--- src/rtl/cry_pkg.sv ---
// -----------------------------------------------------------------------------
// cry_pkg
// Shared constants for the CRY/RGB16 to RGB888 conversion pipeline:
//   - bit positions of the CRY and RGB16 fields inside a 16-bit pixel
//   - format-select encodings carried with every pixel
//   - pipeline depth
//   - 5/6-bit to 8-bit component expansion helpers (bit replication)
// -----------------------------------------------------------------------------
package cry_pkg;

    localparam int LAT = 3;

    localparam int CRY_IDX_MSB = 15;
    localparam int CRY_IDX_LSB = 8;
    localparam int CRY_Y_MSB   = 7;
    localparam int CRY_Y_LSB   = 0;

    localparam int RGB16_R_MSB = 15;
    localparam int RGB16_R_LSB = 11;
    localparam int RGB16_B_MSB = 10;
    localparam int RGB16_B_LSB = 6;
    localparam int RGB16_G_MSB = 5;
    localparam int RGB16_G_LSB = 0;

    localparam logic MODE_CRY   = 1'b1;
    localparam logic MODE_RGB16 = 1'b0;

    // Replicating the top bits into the new LSBs maps 0 -> 0x00 and max -> 0xFF.
    function automatic logic [7:0] expand5(input logic [4:0] v);
        return {v, v[4:2]};
    endfunction

    function automatic logic [7:0] expand6(input logic [5:0] v);
        return {v, v[5:4]};
    endfunction

endpackage

--- src/rtl/cry_scale.sv ---
// -----------------------------------------------------------------------------
// cry_scale
// Combinational intensity scaling: unsigned 8x8 multiply, result bits [15:8]
// (truncated, no rounding).
// Ports:
//   i_comp  in  8  colour component from the CRY ROM
//   i_y     in  8  Y intensity
//   o_comp  out 8  scaled component
// -----------------------------------------------------------------------------
module cry_scale (
    input  logic [7:0] i_comp,
    input  logic [7:0] i_y,
    output logic [7:0] o_comp
);

    logic [15:0] w_prod;

    assign w_prod = 16'(i_comp) * 16'(i_y);
    assign o_comp = w_prod[15:8];

endmodule

--- src/rtl/cry_rgb_conv.sv ---
// -----------------------------------------------------------------------------
// cry_rgb_conv
// Three-stage pixel conversion pipeline placed after the 256x8 CRY ROMs.
// CRY pixels look up the colour index in the external ROMs and scale each
// component by Y; RGB16 pixels are expanded to RGB888 by bit replication.
// The whole pipeline advances together under a valid/ready handshake.
// Ports:
//   sys_clk              in   1   clock (rising edge)
//   rst                  in   1   asynchronous active-high reset
//   cry_mode             in   1   1 = CRY, 0 = RGB16, sampled per pixel
//   pix_valid/pix_ready  in/out   input handshake
//   pix_data             in   16  input pixel
//   rom_addr             out  8   shared ROM address (S1 index register)
//   rom_r/g/b            in   8   ROM data, one clock after rom_addr
//   rgb_valid/rgb_ready  out/in   output handshake
//   rgb_r/g/b            out  8   RGB888 result (registered)
// -----------------------------------------------------------------------------
module cry_rgb_conv
    import cry_pkg::*;
(
    input  logic        sys_clk,
    input  logic        rst,
    input  logic        cry_mode,
    input  logic        pix_valid,
    output logic        pix_ready,
    input  logic [15:0] pix_data,
    output logic [7:0]  rom_addr,
    input  logic [7:0]  rom_r,
    input  logic [7:0]  rom_g,
    input  logic [7:0]  rom_b,
    output logic        rgb_valid,
    input  logic        rgb_ready,
    output logic [7:0]  rgb_r,
    output logic [7:0]  rgb_g,
    output logic [7:0]  rgb_b
);

    logic        w_adv;
    logic        r_v1, r_mode1;
    logic [15:0] r_data1;
    logic        r_v2, r_mode2;
    logic [15:0] r_data2;
    logic        r_rom_fresh;
    logic [7:0]  r_hold_r, r_hold_g, r_hold_b;
    logic [7:0]  w_rom_r, w_rom_g, w_rom_b;
    logic [7:0]  w_scl_r, w_scl_g, w_scl_b;
    logic [7:0]  w_r, w_g, w_b;
    logic        r_v3;
    logic [7:0]  r_rgb_r, r_rgb_g, r_rgb_b;

    assign w_adv     = !r_v3 || rgb_ready;
    assign pix_ready = w_adv;
    assign rom_addr  = r_data1[CRY_IDX_MSB:CRY_IDX_LSB];
    assign rgb_valid = r_v3;
    assign rgb_r     = r_rgb_r;
    assign rgb_g     = r_rgb_g;
    assign rgb_b     = r_rgb_b;

    // S1: accept the input pixel; its index register drives the ROM address.
    always_ff @(posedge sys_clk or posedge rst) begin
        if (rst) begin
            r_v1    <= 1'b0;
            r_mode1 <= MODE_RGB16;
            r_data1 <= 16'h0000;
        end else if (w_adv) begin
            r_v1    <= pix_valid;
            r_mode1 <= cry_mode;
            r_data1 <= pix_data;
        end else begin
            r_v1    <= r_v1;
            r_mode1 <= r_mode1;
            r_data1 <= r_data1;
        end
    end

    // S2: align mode and Y/RGB16 fields with the ROM data for the same pixel.
    always_ff @(posedge sys_clk or posedge rst) begin
        if (rst) begin
            r_v2    <= 1'b0;
            r_mode2 <= MODE_RGB16;
            r_data2 <= 16'h0000;
        end else if (w_adv) begin
            r_v2    <= r_v1;
            r_mode2 <= r_mode1;
            r_data2 <= r_data1;
        end else begin
            r_v2    <= r_v2;
            r_mode2 <= r_mode2;
            r_data2 <= r_data2;
        end
    end

    // The ROMs keep clocking during a stall, so after the first stalled edge
    // they return data for the S1 pixel, not the S2 one. The S2 copy is kept
    // in r_hold_* from that edge until the pipeline moves again.
    always_ff @(posedge sys_clk or posedge rst) begin
        if (rst) begin
            r_rom_fresh <= 1'b1;
            r_hold_r    <= 8'h00;
            r_hold_g    <= 8'h00;
            r_hold_b    <= 8'h00;
        end else begin
            r_rom_fresh <= w_adv;
            r_hold_r    <= w_rom_r;
            r_hold_g    <= w_rom_g;
            r_hold_b    <= w_rom_b;
        end
    end

    // Select live ROM data or the held copy belonging to the S2 pixel.
    always_comb begin
        w_rom_r = r_hold_r;
        w_rom_g = r_hold_g;
        w_rom_b = r_hold_b;
        if (r_rom_fresh) begin
            w_rom_r = rom_r;
            w_rom_g = rom_g;
            w_rom_b = rom_b;
        end else begin
            w_rom_r = r_hold_r;
            w_rom_g = r_hold_g;
            w_rom_b = r_hold_b;
        end
    end

    cry_scale u_scale_r (.i_comp(w_rom_r), .i_y(r_data2[CRY_Y_MSB:CRY_Y_LSB]), .o_comp(w_scl_r));
    cry_scale u_scale_g (.i_comp(w_rom_g), .i_y(r_data2[CRY_Y_MSB:CRY_Y_LSB]), .o_comp(w_scl_g));
    cry_scale u_scale_b (.i_comp(w_rom_b), .i_y(r_data2[CRY_Y_MSB:CRY_Y_LSB]), .o_comp(w_scl_b));

    // Per-pixel format select between scaled CRY and expanded RGB16.
    always_comb begin
        w_r = 8'h00;
        w_g = 8'h00;
        w_b = 8'h00;
        if (r_mode2 == MODE_CRY) begin
            w_r = w_scl_r;
            w_g = w_scl_g;
            w_b = w_scl_b;
        end else begin
            w_r = expand5(r_data2[RGB16_R_MSB:RGB16_R_LSB]);
            w_g = expand6(r_data2[RGB16_G_MSB:RGB16_G_LSB]);
            w_b = expand5(r_data2[RGB16_B_MSB:RGB16_B_LSB]);
        end
    end

    // S3: registered output stage.
    always_ff @(posedge sys_clk or posedge rst) begin
        if (rst) begin
            r_v3    <= 1'b0;
            r_rgb_r <= 8'h00;
            r_rgb_g <= 8'h00;
            r_rgb_b <= 8'h00;
        end else if (w_adv) begin
            r_v3    <= r_v2;
            r_rgb_r <= w_r;
            r_rgb_g <= w_g;
            r_rgb_b <= w_b;
        end else begin
            r_v3    <= r_v3;
            r_rgb_r <= r_rgb_r;
            r_rgb_g <= r_rgb_g;
            r_rgb_b <= r_rgb_b;
        end
    end

endmodule

--- config.mk ---
export PLATFORM = sky130hd
export DESIGN_NAME = cry_rgb_conv
export DESIGN_NICKNAME = d
export VERILOG_FILES = /design/src/rtl/cry_pkg.sv /design/src/rtl/cry_scale.sv /design/src/rtl/cry_rgb_conv.sv
export SDC_FILE = /design/constraint.sdc
export NUM_CORES = 1
export LEC_CHECK = 0
export ABC_AREA = 1
export BUFFER_PORTS_ARGS = -buffer_cell sky130_fd_sc_hd__buf_2
export CAP_MARGIN = 20
export CORE_MARGIN = 2
export CORE_UTILIZATION = 57
export DETAILED_ROUTE_END_ITERATION = 6
export GPL_TIMING_DRIVEN = 0
export PLACE_DENSITY_LB_ADDON = 0.08
export SETUP_SLACK_MARGIN = 0.3
export SLEW_MARGIN = 20
export SYNTH_ARGS = -nofsm -noshare
export SYNTH_HDL_FRONTEND = slang
export SYNTH_HIERARCHICAL = 1
export SYNTH_SLANG_ARGS = --single-unit
export TNS_END_PERCENT = 1
--- constraint.sdc ---
create_clock -name sys_clk -period 4.7 [get_ports sys_clk]
set_input_delay 0.94 -clock sys_clk [delete_from_list [all_inputs] [get_ports sys_clk]]
set_output_delay 0.94 -clock sys_clk [all_outputs]
set_load 0.01 [all_outputs]
# Word-level counts from Yosys, hierarchy flattened
# Index checks and enable logic that the tools add are counted.
totals:
  ff_bits: 86
classes:
  multipliers: 3
  n_mux: 6
  n_reduce_logical: 2
op_table:
  columns: ["cell", "n"]
  rows:
  - ["multiplier 8 x 8 -> 16 bit", 3]
  - ["2-to-1 mux 8 bit", 6]
  - ["zero test 1 bit", 1]
  - ["logical OR 1 bit", 1]

# Depth between registers and ports, before layout
# Gate-level depths: netlist of the first run.
depth:
  ltp_word: 3
  mapped_depth: 29
  depth_no_buf: 27

# By module
# Netlist of the first run, hierarchy kept.
by_module_without_submodules:
  columns: ["module", "instances", "cells_each", "area_each_um2", "seq_area_each_um2"]
  rows:
  - ["cry_rgb_conv", 1, 430, 3637.2, 2153.3]
  - ["cry_scale (u_scale_b)", 1, 333, 2207.1, 0.0]
  - ["cry_scale (u_scale_r)", 1, 333, 2205.9, 0.0]
  - ["cry_scale (u_scale_g)", 1, 327, 2168.3, 0.0]

# Worst setup path before layout of the first run
# Ideal clock, no wire load.
synth_timing:
  path_kind: "input-to-reg"
  start: "in rom_b[1]"
  end: "reg r_rgb_b[5], in the netlist rgb_b[5]"
  t_arrival_ns: 4.631
  t_required_ns: 4.583
  setup_slack_ns: -0.047
  cell_stages: 23
  path_cell_list: "nand2_1 > o21ai_0 > nand2_1 > inv_1 > fa_1 > fa_1 > fa_1 > inv_1 > fa_1 > inv_1 > ha_1 > nand2_1 > inv_1 > a21oi_1 > nand2_2 > nand2_2 > nand2_1 > nand2_1 > nand2_1 > nand2_1 > nand2_1 > nand2_1 > nand2_1"
synth_between:
  elab_chain_len: 3
synth_lines:
  columns: ["item", "line", "text"]
  rows:
  - ["start: declaration", "cry_rgb_conv.sv:30", "input logic [7:0] rom_b,"]
  - ["2-to-1 mux 8 bit", "cry_rgb_conv.sv:115", "if (r_rom_fresh) begin"]
  - ["via w_rom_b[1]", "cry_rgb_conv.sv:45", "logic [7:0] w_rom_r, w_rom_g, w_rom_b;"]
  - ["multiplier 8 x 8 -> 16 bit", "cry_scale.sv:18", "assign w_prod = 16'(i_comp) * 16'(i_y);"]
  - ["via w_scl_b[5]", "cry_rgb_conv.sv:46", "logic [7:0] w_scl_r, w_scl_g, w_scl_b;"]
  - ["2-to-1 mux 8 bit", "cry_rgb_conv.sv:135", "if (r_mode2 == MODE_CRY) begin"]
  - ["end signal: assignment", "cry_rgb_conv.sv:157", "r_rgb_b <= w_b;"]
  - ["end signal: assignment", "cry_rgb_conv.sv:162", "r_rgb_b <= r_rgb_b;"]
  - ["end: declaration", "cry_rgb_conv.sv:49", "logic [7:0] r_rgb_r, r_rgb_g, r_rgb_b;"]
# The timed path passes the listed nets, and every way through them passes these cells.
# A chain may end at the register's enable or synchronous reset.

# Final worst setup path of the first run
layout_timing:
  start: "reg r_rom_fresh"
  end: "reg r_rgb_b[4], in the netlist rgb_b[4]"
layout_between:
  elab_chain_len: 3
layout_lines:
  columns: ["item", "line", "text"]
  rows:
  - ["start: declaration", "cry_rgb_conv.sv:43", "logic r_rom_fresh;"]
  - ["start signal: assignment", "cry_rgb_conv.sv:103", "r_rom_fresh <= w_adv;"]
  - ["2-to-1 mux 8 bit", "cry_rgb_conv.sv:115", null]
  - ["via w_rom_b[3]", "cry_rgb_conv.sv:45", null]
  - ["multiplier 8 x 8 -> 16 bit", "cry_scale.sv:18", null]
  - ["via w_scl_b[4]", "cry_rgb_conv.sv:46", null]
  - ["2-to-1 mux 8 bit", "cry_rgb_conv.sv:135", null]
# The timed path passes the listed nets, and every way through them passes these cells.

==> flow_metrics.tcl, run 1 <==
set metrics [dict create \
    outcome "complete, but fails checks" \
    failed_checks "negative setup slack" \
    synth_area_um2 10200 \
    timing.max_cap.violations 0 \
    tritoncts_clock_tree "done" \
    seq_area_um2 2150 \
    timing.final.ws_setup_ns -0.167 \
    post-route-min-period_ns 4.87 \
    min-delay-start "r_v2" \
    detail_route.drc_violations 0 \
    routed_via_density 5.00 \
    maxSlewViolCount 0 \
    destination_of_the_worst_register_to_register_timing_path "rgb_b[4]" \
    ys_async_sr_fraction 1.00 \
    average_wire_per_cell_in_the_routed_design_um 14.2 \
    timing.critical_path.to_type "flop" \
    fin_worst_skew_ns 0.0105 \
    syn_avg_cell_area_um2 7.18 \
    multi_input_area_um2 6830 \
    drive_gt1_frac 0.207 \
    place.detailed.hpwl_um 18600 \
    yosys_warnings 6 \
    gpl.final_weighted_congestion 0.882 \
    chip_width_um 138 \
    htree_levels 3 \
    dieArea_um2 19000 \
    first_pass_iters 5 \
    report.final.setup_viol 10 \
    hold_viol 0 \
    cts.sinks 86 \
    routed_wl_um 25600 \
    port_buffers 78 \
    initial_core_util 0.587 \
    cpLargestDelayFamily "adder cells" \
    timing.critical_path.mode_cell "sky130_fd_sc_hd__nand2_1" \
    clock-root-buffer "sky130_fd_sc_hd__clkbuf_16" \
    dp_cells 1727 \
    critical_path_class "reg -> reg" \
    reg2reg_slack_ns -0.17 \
    hp-class "reg -> reg" \
    cp.buffers_inverters 11 \
    worstSetupStartpoint "r_rom_fresh" \
    synth_sequential_area_ratio 0.211 \
    cts-root-to-sink-buffers 2 \
    share_of_the_cycle_needed_by_the_critical_path_after_routing 1.04 \
    fmax_mhz 205 \
    grt_overflow 0 \
    drt.antenna.violating_nets 0 \
    grt_start_max_net_pins 45 \
    fillerInstances 1477 \
    synth_top_flop_cell "sky130_fd_sc_hd__dfrtp_1" \
    worst-endpoint-arrival_ns 5.12 \
    synth_edf_count 0 \
    startpoint_type "flop" \
    regToRegStartpoint "r_rom_fresh" \
    drt_iter0_markers 618 \
    reg2reg_depth 28 \
    net_total_in_the_final_layout 1824 \
    first_global_vias 9386 \
    fp-row-count 48 \
    antenna_violations_before_repair 0 \
    timing.critical_path.slowest_stage_cell "sky130_fd_sc_hd__fa_1" \
    post_synth_inst_count 1423 \
    nets_in_the_synthesized_netlist 1672 \
    worst_setup_path_endpoint "rgb_b[4]" \
    track_usage 0.290 \
    vertical_extent_of_the_die_um 138 \
    diodes 0 \
    synth_seq_cells 86 \
    floorplan.io_pins 79 \
    cts_inserted_buffers 9 \
    worst_hold_path.num_cells 2 \
    worst-endpoint-required_ns 4.95 \
    peak_fanout_along_the_critical_path 5 \
    critical_path_cell_count 28 \
    fp.coreArea_um2 17400 \
    clk_pin_slew_worst_paths_ns 0.08 \
    area.growth.synth_to_final_pct 21.7 \
    clkLatencyLatePin_ns 0.36 \
    setup_repair_after_global_routing_missed_its_margin "yes" \
    max_slew.worst_pin.slew_ns 1.05 \
    num_vias 9027 \
    synth_cell_type_count 34 \
    cts_hold_buf 0 \
    slew-limit-headroom 0.297 \
    grt_first_pass_wirelength_um 43300 \
    worst_path_largest_cell_delay_ns 0.54 \
    instances_no_fill 1805 \
]
==> through the flow <==
step           TNS, ns  utilization  hold slack, ns  setup slack [ns]  area (um^2)
4_1_cts        -0.0698        0.704           0.466           -0.0206        12300
6_report         -1.03        0.714           0.465            -0.167        12400
2_1_floorplan        0            -           0.419             0.198        10400
5_1_grt          -5.17        0.714           0.492            -0.339        12400
3_5_place_dp     -8.76        0.636           0.446            -0.508        11100
3_3_place_gp     -7.58        0.635           0.437            -0.457        11100
==> cells in the mapped netlist (3+ instances only) <==
cell / number / area share
sky130_fd_sc_hd__a21o_1: 4 / 0.0029
sky130_fd_sc_hd__a21oi_1: 20 / 0.0098
sky130_fd_sc_hd__buf_2: 9 / 0.0044
sky130_fd_sc_hd__buf_4: 12 / 0.0088
sky130_fd_sc_hd__buf_6: 6 / 0.0066
sky130_fd_sc_hd__clkbuf_1: 38 / 0.014
sky130_fd_sc_hd__clkinv_1: 3 / 0.0011
sky130_fd_sc_hd__dfrtp_1: 85 / 0.21
sky130_fd_sc_hd__fa_1: 105 / 0.21
sky130_fd_sc_hd__ha_1: 99 / 0.12
sky130_fd_sc_hd__inv_1: 352 / 0.13
sky130_fd_sc_hd__nand2_1: 511 / 0.19
sky130_fd_sc_hd__nand2_2: 12 / 0.0073
sky130_fd_sc_hd__nand3_1: 36 / 0.018
sky130_fd_sc_hd__nand3b_1: 3 / 0.0022
sky130_fd_sc_hd__nor2_1: 34 / 0.012
sky130_fd_sc_hd__nor2_4: 3 / 0.0033
sky130_fd_sc_hd__nor3_1: 4 / 0.0020
sky130_fd_sc_hd__o21ai_0: 51 / 0.025
sky130_fd_sc_hd__o21ai_2: 4 / 0.0034
sky130_fd_sc_hd__o21bai_1: 4 / 0.0029
sky130_fd_sc_hd__xnor2_1: 4 / 0.0034
sky130_fd_sc_hd__xor2_1: 9 / 0.0077
==> repair_timing <==
| action | in CTS | in global routing |
|---|---|---|
| endpoints found under the setup margin | 24 | 24 |
| resized for setup | 104 | 50 |
| gates cloned | 3 | 0 |
| pin swaps | 51 | 27 |
| hold endpoints to repair | 0 | 0 |
| setup buffers | 51 | 8 |
==> worst register-to-register path, delay by kind of cell (launching register included) <==
family / cells / cell delay [ns]
adder cells (fa/ha/maj): 5 / 2.17
AO/OA/AOI/OAI: 2 / 0.31
AND/OR/NAND/NOR: 10 / 0.72
buffers and inverters: 11 / 1.19
flip-flops: 1 / 0.40
==> logic make-up after synthesis <==
group,count (synthesis),synth area share
compound gates,88,0.0481
xor+xnor,13,0.0111
fa+ha+maj,204,0.327
buf+inv,423,0.166
flops,86,0.211
simple gates,609,0.238
==> layer usage <==
| layer | track usage | wire (um) | up-vias |
|---|---|---|---|
| li1 | - | - | 4412 |
| met1 | 0.380 | 11100 | 4341 |
| met2 | 0.499 | 12700 | 224 |
| met3 | 0.0395 | 1200 | 50 |
| met4 | 0.0947 | 575 | 0 |
| met5 | 0 | 0 | - |
==> worst min path at each step <==
stage / to / slack, ns
after floorplan: rgb_valid / 0.42
after global placement: rgb_valid / 0.44
after detailed placement: rgb_valid / 0.45
after CTS: rgb_valid / 0.47
after global routing: rgb_valid / 0.49
final: rgb_valid / 0.46
==> cell usage in the layout (no fill, tap or decap), drive strengths merged <==
| master | Yosys | routed |
|---|---|---|
| fa | 105 | 105 |
| nand3 | 38 | 38 |
| xnor2 | 4 | 4 |
| clkinv | 3 | 5 |
| clkinvlp | 0 | 1 |
| dfrtp | 85 | 85 |
| nand3b | 3 | 3 |
| clkbuf | 38 | 36 |
| buf | 27 | 178 |
| o21bai | 6 | 6 |
| nor2 | 38 | 38 |
| and2 | 2 | 2 |
| o21ai | 56 | 56 |
| a21oi | 20 | 20 |
| nand2 | 524 | 524 |
| a31oi | 1 | 1 |
| o21a | 1 | 1 |
| xor2 | 9 | 9 |
| a21o | 4 | 4 |
| ha | 99 | 99 |
| bufbuf | 0 | 1 |
| inv | 355 | 359 |
| nor3 | 4 | 4 |
| dfstp | 1 | 1 |
==> area by class of cell <==
class / instances / share of cell area
Multi-Input combinational cell: 914 / 0.549
Sequential cell: 86 / 0.173
Inverter: 358 / 0.108
Timing Repair Buffer: 141 / 0.0809
Buffer: 65 / 0.0413
Tap cell: 225 / 0.0226
Clock buffer: 9 / 0.0181
Clock inverter: 7 / 0.00604
==> registers in the layout, indices dropped and copies added (netlist names), 8 cells and up <==
name / flops
r_hold_r: 8
r_hold_b: 8
r_hold_g: 8
rgb_r: 8
rgb_b: 8
r_data1: 16
r_data2: 16
rgb_g: 8
Power of run 1 is not shown: default switching activity piles up to over one toggle a cycle in this logic, so the estimate is an artifact.
==> run 2, diff against run 1 <==
Settings changed: CORE_UTILIZATION 57 to 65.
Clock period 4.7 ns to 6.1 ns, I/O delays scaled along.
==> flow_metrics.tcl, run 2 (synthesized netlist as in run 1, its figures left out) <==
set metrics [dict create \
    cts_inserted_buffers 9 \
    timing.max_cap.violations 0 \
    htree_levels 3 \
    reg2reg_slack_ns 0.73 \
    fp-row-count 45 \
    setup_repair_after_global_routing_missed_its_margin "no" \
    vertical_extent_of_the_die_um 129 \
    startpoint_type "flop" \
    destination_of_the_worst_register_to_register_timing_path "rgb_b[1]" \
    dieArea_um2 16700 \
    area.growth.synth_to_final_pct 9.64 \
    cts.sinks 86 \
    tritoncts_clock_tree "done" \
    post_cts.repair.setup_buffers 0 \
    grt_overflow 0 \
    grt_start_max_net_pins 60 \
    timing.critical_path.to_type "flop" \
    fmax_mhz 186 \
    outcome "finished, final reports clean" \
    drt_iter0_markers 532 \
    mostFrequentLayoutCells "sky130_fd_sc_hd__nand2_1, sky130_fd_sc_hd__inv_1, sky130_fd_sc_hd__fa_1" \
    diodes 0 \
    average_wire_per_cell_in_the_routed_design_um 13.3 \
    cts-root-to-sink-buffers 2 \
    maxSlewViolCount 0 \
    drt.antenna.violating_nets 0 \
    routed_via_density 4.98 \
    peak_fanout_along_the_critical_path 10 \
    global_route.usage.met2 0.517 \
    critical_path_class "reg -> reg" \
    worst_setup_path_endpoint "rgb_b[1]" \
    floorplan.io_pins 79 \
    mostFrequentLayoutCell "sky130_fd_sc_hd__nand2_1" \
    antenna_violations_before_repair 1 \
    worst-endpoint-required_ns 6.39 \
    top_usage_layer "met2" \
    clock-root-buffer "sky130_fd_sc_hd__clkbuf_16" \
    num_vias 8607 \
    grt_first_pass_wirelength_um 39900 \
    grt_util_met3 0.0388 \
    max_slew.worst_pin.slew_ns 1.06 \
    routed_wl_um 23000 \
    worst-endpoint-arrival_ns 5.66 \
    port_buffers 78 \
    track_usage 0.302 \
    initial_core_util 0.670 \
    groute.layer.met1.usage 0.408 \
    post-route-min-period_ns 5.37 \
    clk_pin_slew_worst_paths_ns 0.08 \
    cts_hold_buf 0 \
    timing.final.ws_setup_ns 0.732 \
    chip_width_um 129 \
    first_pass_iters 5 \
    net_total_in_the_final_layout 1762 \
    drive_gt1_frac 0.100 \
    report.final.setup_viol 0 \
    regToRegStartpoint "r_rom_fresh" \
    worstSetupStartpoint "r_rom_fresh" \
    first_global_vias 8642 \
    hp-class "reg -> reg" \
    gpl.final_weighted_congestion 0.909 \
    biggest_regs "r_data1 x16, r_data2 x16" \
    fin_setup_tns_ns 0 \
    hold_viol 0 \
    fp.coreArea_um2 15300 \
    detail_route.drc_violations 0 \
    place.detailed.hpwl_um 18200 \
    share_of_the_cycle_needed_by_the_critical_path_after_routing 0.880 \
    reg2reg_depth 23 \
    slew-limit-headroom 0.293 \
    clkLatencyLatePin_ns 0.36 \
    post_cts_resize_count 0 \
    fin_worst_skew_ns 0.0110 \
    placement.setup.worst_slack_ns 0.496 \
]
-- run 2: cell count changes in the layout (fill, tap and decap cells not counted), moves of 16 or more --
cell / delta
sky130_fd_sc_hd__buf_4: -63
sky130_fd_sc_hd__o21ai_0: +25
sky130_fd_sc_hd__clkbuf_1: +20
sky130_fd_sc_hd__nand2_1: +20
sky130_fd_sc_hd__ha_1: +17
sky130_fd_sc_hd__nand2_2: -17
sky130_fd_sc_hd__inv_1: +16
sky130_fd_sc_hd__inv_2: -16
-- run 2: how the worst min path moves through the flow --
stage / from / end / slack (ns) / depth (start not counted)
floorplan: r_v2 / rgb_valid / 0.42 / 2
global placement: r_v2 / rgb_valid / 0.44 / 2
detailed placement: r_v2 / rgb_valid / 0.44 / 2
CTS: r_v2 / rgb_valid / 0.46 / 2
global route: r_v2 / rgb_valid / 0.50 / 2
finish: r_v2 / rgb_valid / 0.46 / 2
-- run 2: layout make-up --
class                   instances  area [um^2]
multi-input cells             914         6370
clock inverters                 7         75.1
flip-flops and latches         86         2150
repair buffers                 79          418
inverters                     358         1350
plain buffers                  65          345
well taps                     211          264
clock buffers                   9          225
fillers                      1276         4060
-- run 2: per-layer routing --
metal  part of all wire  vias up  routed length, um
li1                   -     4292                  -
met1               0.45     4071              10300
met2               0.48      210              11100
met3              0.052       32               1190
met4              0.017        2                402
met5            0.00030        -                  7
-- run 2: worst max-delay path, stage by stage (launching register included) --
cell                       delay [ns]
sky130_fd_sc_hd__dfstp_2         0.58
sky130_fd_sc_hd__buf_2           0.23
sky130_fd_sc_hd__buf_2           0.25
sky130_fd_sc_hd__nand2_1         0.06
sky130_fd_sc_hd__o21ai_0         0.11
sky130_fd_sc_hd__clkbuf_1        0.36
sky130_fd_sc_hd__nand2_1         0.10
sky130_fd_sc_hd__inv_1           0.09
sky130_fd_sc_hd__fa_1            0.45
sky130_fd_sc_hd__fa_1            0.54
sky130_fd_sc_hd__fa_1            0.56
sky130_fd_sc_hd__inv_1           0.06
sky130_fd_sc_hd__fa_1            0.53
sky130_fd_sc_hd__inv_1           0.04
sky130_fd_sc_hd__ha_1            0.34
sky130_fd_sc_hd__nand2_1         0.14
sky130_fd_sc_hd__inv_1           0.06
sky130_fd_sc_hd__a21oi_1         0.17
sky130_fd_sc_hd__nand2_2         0.09
sky130_fd_sc_hd__xor2_1          0.23
sky130_fd_sc_hd__nand2_1         0.11
sky130_fd_sc_hd__nand2_1         0.08
sky130_fd_sc_hd__nand2_1         0.05
sky130_fd_sc_hd__nand2_1         0.07
-- run 2: metrics by stage --
stage | utilization | hold WS [ns] | cells | cell area (um^2)
detailed placement | 0.715 | 0.442 | 1713 | 10900
floorplan | - | 0.419 | 1423 | 10200
finish | 0.734 | 0.464 | 1729 | 11200
CTS | 0.734 | 0.460 | 1729 | 11200
global route | 0.734 | 0.501 | 1729 | 11200
global placement | 0.713 | 0.437 | 1712 | 10900
Power of run 2 is left out for the same reason.
==> run 3, diff against run 2 <==
Settings changed: RECOVER_POWER set to 50.
==> flow_metrics.tcl, run 3 (synthesized netlist as in run 1, its figures left out) <==
set metrics [dict create \
    worst-endpoint-arrival_ns 5.74 \
    area.growth.synth_to_final_pct 9.21 \
    fp-row-count 45 \
    port_buffers 78 \
    mostFrequentLayoutCell "sky130_fd_sc_hd__nand2_1" \
    grt_start_max_net_pins 60 \
    clk_pin_slew_worst_paths_ns 0.08 \
    antenna_violations_before_repair 1 \
    drt_iter0_markers 590 \
    initial_core_util 0.670 \
    hp-class "reg -> reg" \
    num_vias 8635 \
    detail_route.drc_violations 0 \
    reg2reg_slack_ns 0.66 \
    worst_path_largest_cell_delay_ns 0.63 \
    fillerInstances 1285 \
    post_cts_resize_count 0 \
    grt_overflow 0 \
    max_slew.worst_pin.slew_ns 3.05 \
    floorplan.io_pins 79 \
    tritoncts_clock_tree "done" \
    cts_hold_buf 0 \
    share_of_the_cycle_needed_by_the_critical_path_after_routing 0.892 \
    gpl.final_weighted_congestion 0.909 \
    cts-root-to-sink-buffers 2 \
    hold_viol 0 \
    first_global_vias 8642 \
    dieArea_um2 16700 \
    timing.critical_path.slowest_stage_cell "sky130_fd_sc_hd__dfstp_1" \
    outcome "complete, but fails checks" \
    timing.max_cap.violations 1 \
    mostFrequentLayoutCells "sky130_fd_sc_hd__nand2_1, sky130_fd_sc_hd__inv_1, sky130_fd_sc_hd__fa_1" \
    average_wire_per_cell_in_the_routed_design_um 13.3 \
    maxSlewViolCount 60 \
    routed_wl_um 23000 \
    timing.critical_path.to_type "flop" \
    fin_hold_ws_ns 0.465 \
    clock-root-buffer "sky130_fd_sc_hd__clkbuf_16" \
    fin_setup_tns_ns 0 \
    track_usage 0.302 \
    biggest_regs "r_data1 x16, r_data2 x16" \
    net_total_in_the_final_layout 1762 \
    slew-limit-headroom -1.04 \
    timing.critical_path.mode_cell "sky130_fd_sc_hd__nand2_1" \
    place.detailed.hpwl_um 18200 \
    chip_width_um 129 \
    post-route-min-period_ns 5.44 \
    diodes 0 \
    drt.antenna.violating_nets 0 \
    post_cts.repair.setup_buffers 0 \
    clkLatencyLatePin_ns 0.36 \
    fp.coreArea_um2 15300 \
    htree_levels 3 \
    drive_gt1_frac 0.0968 \
    grt_first_pass_wirelength_um 39900 \
    critical_path_class "reg -> reg" \
    worst-endpoint-required_ns 6.39 \
    fin_worst_skew_ns 0.0100 \
    vertical_extent_of_the_die_um 129 \
    startpoint_type "flop" \
    cts.sinks 86 \
    peak_fanout_along_the_critical_path 10 \
    first_pass_iters 6 \
    cell_breakdown_of_the_critical_path "buf_2 -> buf_2 -> nand2_1 -> o21ai_0 -> clkbuf_1 -> nand2_1 -> inv_1 -> fa_1 -> fa_1 -> fa_1 -> inv_1 -> fa_1 -> inv_1 -> ha_1 -> nand2_1 -> inv_1 -> a21oi_1 -> nand2_2 -> xor2_1 -> nand2_1 -> nand2_1 -> nand2_1 -> nand2_1" \
    report.final.setup_viol 0 \
    fmax_mhz 184 \
    routed_via_density 4.99 \
    failed_checks "max-capacitance violations, max-slew violations" \
    setup_repair_after_global_routing_missed_its_margin "no" \
    cts_inserted_buffers 9 \
]
## run 3: final cells by class
| class | instances | area, um^2 | area share |
|---|---|---|---|
| multi-input cells | 914 | 6360 | 0.570 |
| repair buffers | 79 | 394 | 0.0353 |
| inverters | 358 | 1350 | 0.121 |
| flip-flops and latches | 86 | 2150 | 0.193 |
| plain buffers | 65 | 342 | 0.0306 |
| clock buffers | 9 | 225 | 0.0202 |
| well taps | 211 | 264 | 0.0237 |
| clock inverters | 7 | 75.1 | 0.00673 |
## run 3: final timing paths
| kind | startpoint | endpoint | cells past startpoint |
|---|---|---|---|
| min | r_v2 | rgb_valid | 2 |
| max reg2reg | r_rom_fresh | rgb_b[1] | 23 |
| min in group asynchronous | rst | rgb_r[1] | 2 |
| min reg2reg | r_v2 | rgb_valid | 2 |
| max | r_rom_fresh | rgb_b[1] | 23 |
| max in group asynchronous | rst | r_data2[3] | 3 |
## run 3: layer usage
layer / global-route usage / vias up / wire [um]
met1: 0.408 / 4103 / 10300
met4: 0.0812 / 2 / 409
met5: 0 / - / 7
met3: 0.0388 / 33 / 1160
li1: - / 4291 / -
met2: 0.517 / 206 / 11100
## run 3: critical path: cells and delay by family (launching register included)
family	cells	cell delay, ns
flops	1	0.63
compound gates	2	0.28
xor+xnor	1	0.24
buf+inv	7	1.11
simple gates	8	0.70
fa+ha+maj	5	2.42
## run 3: stage by stage
stage	area [um^2]	setup WS [ns]	util	std cells
global placement	10900	0.572	0.713	1712
floorplan	10200	1.07	-	1423
finish	11200	0.656	0.731	1729
CTS	11200	0.719	0.734	1729
global route	11200	0.265	0.731	1729
detailed placement	10900	0.496	0.715	1713
Power of run 3 is left out for the same reason.
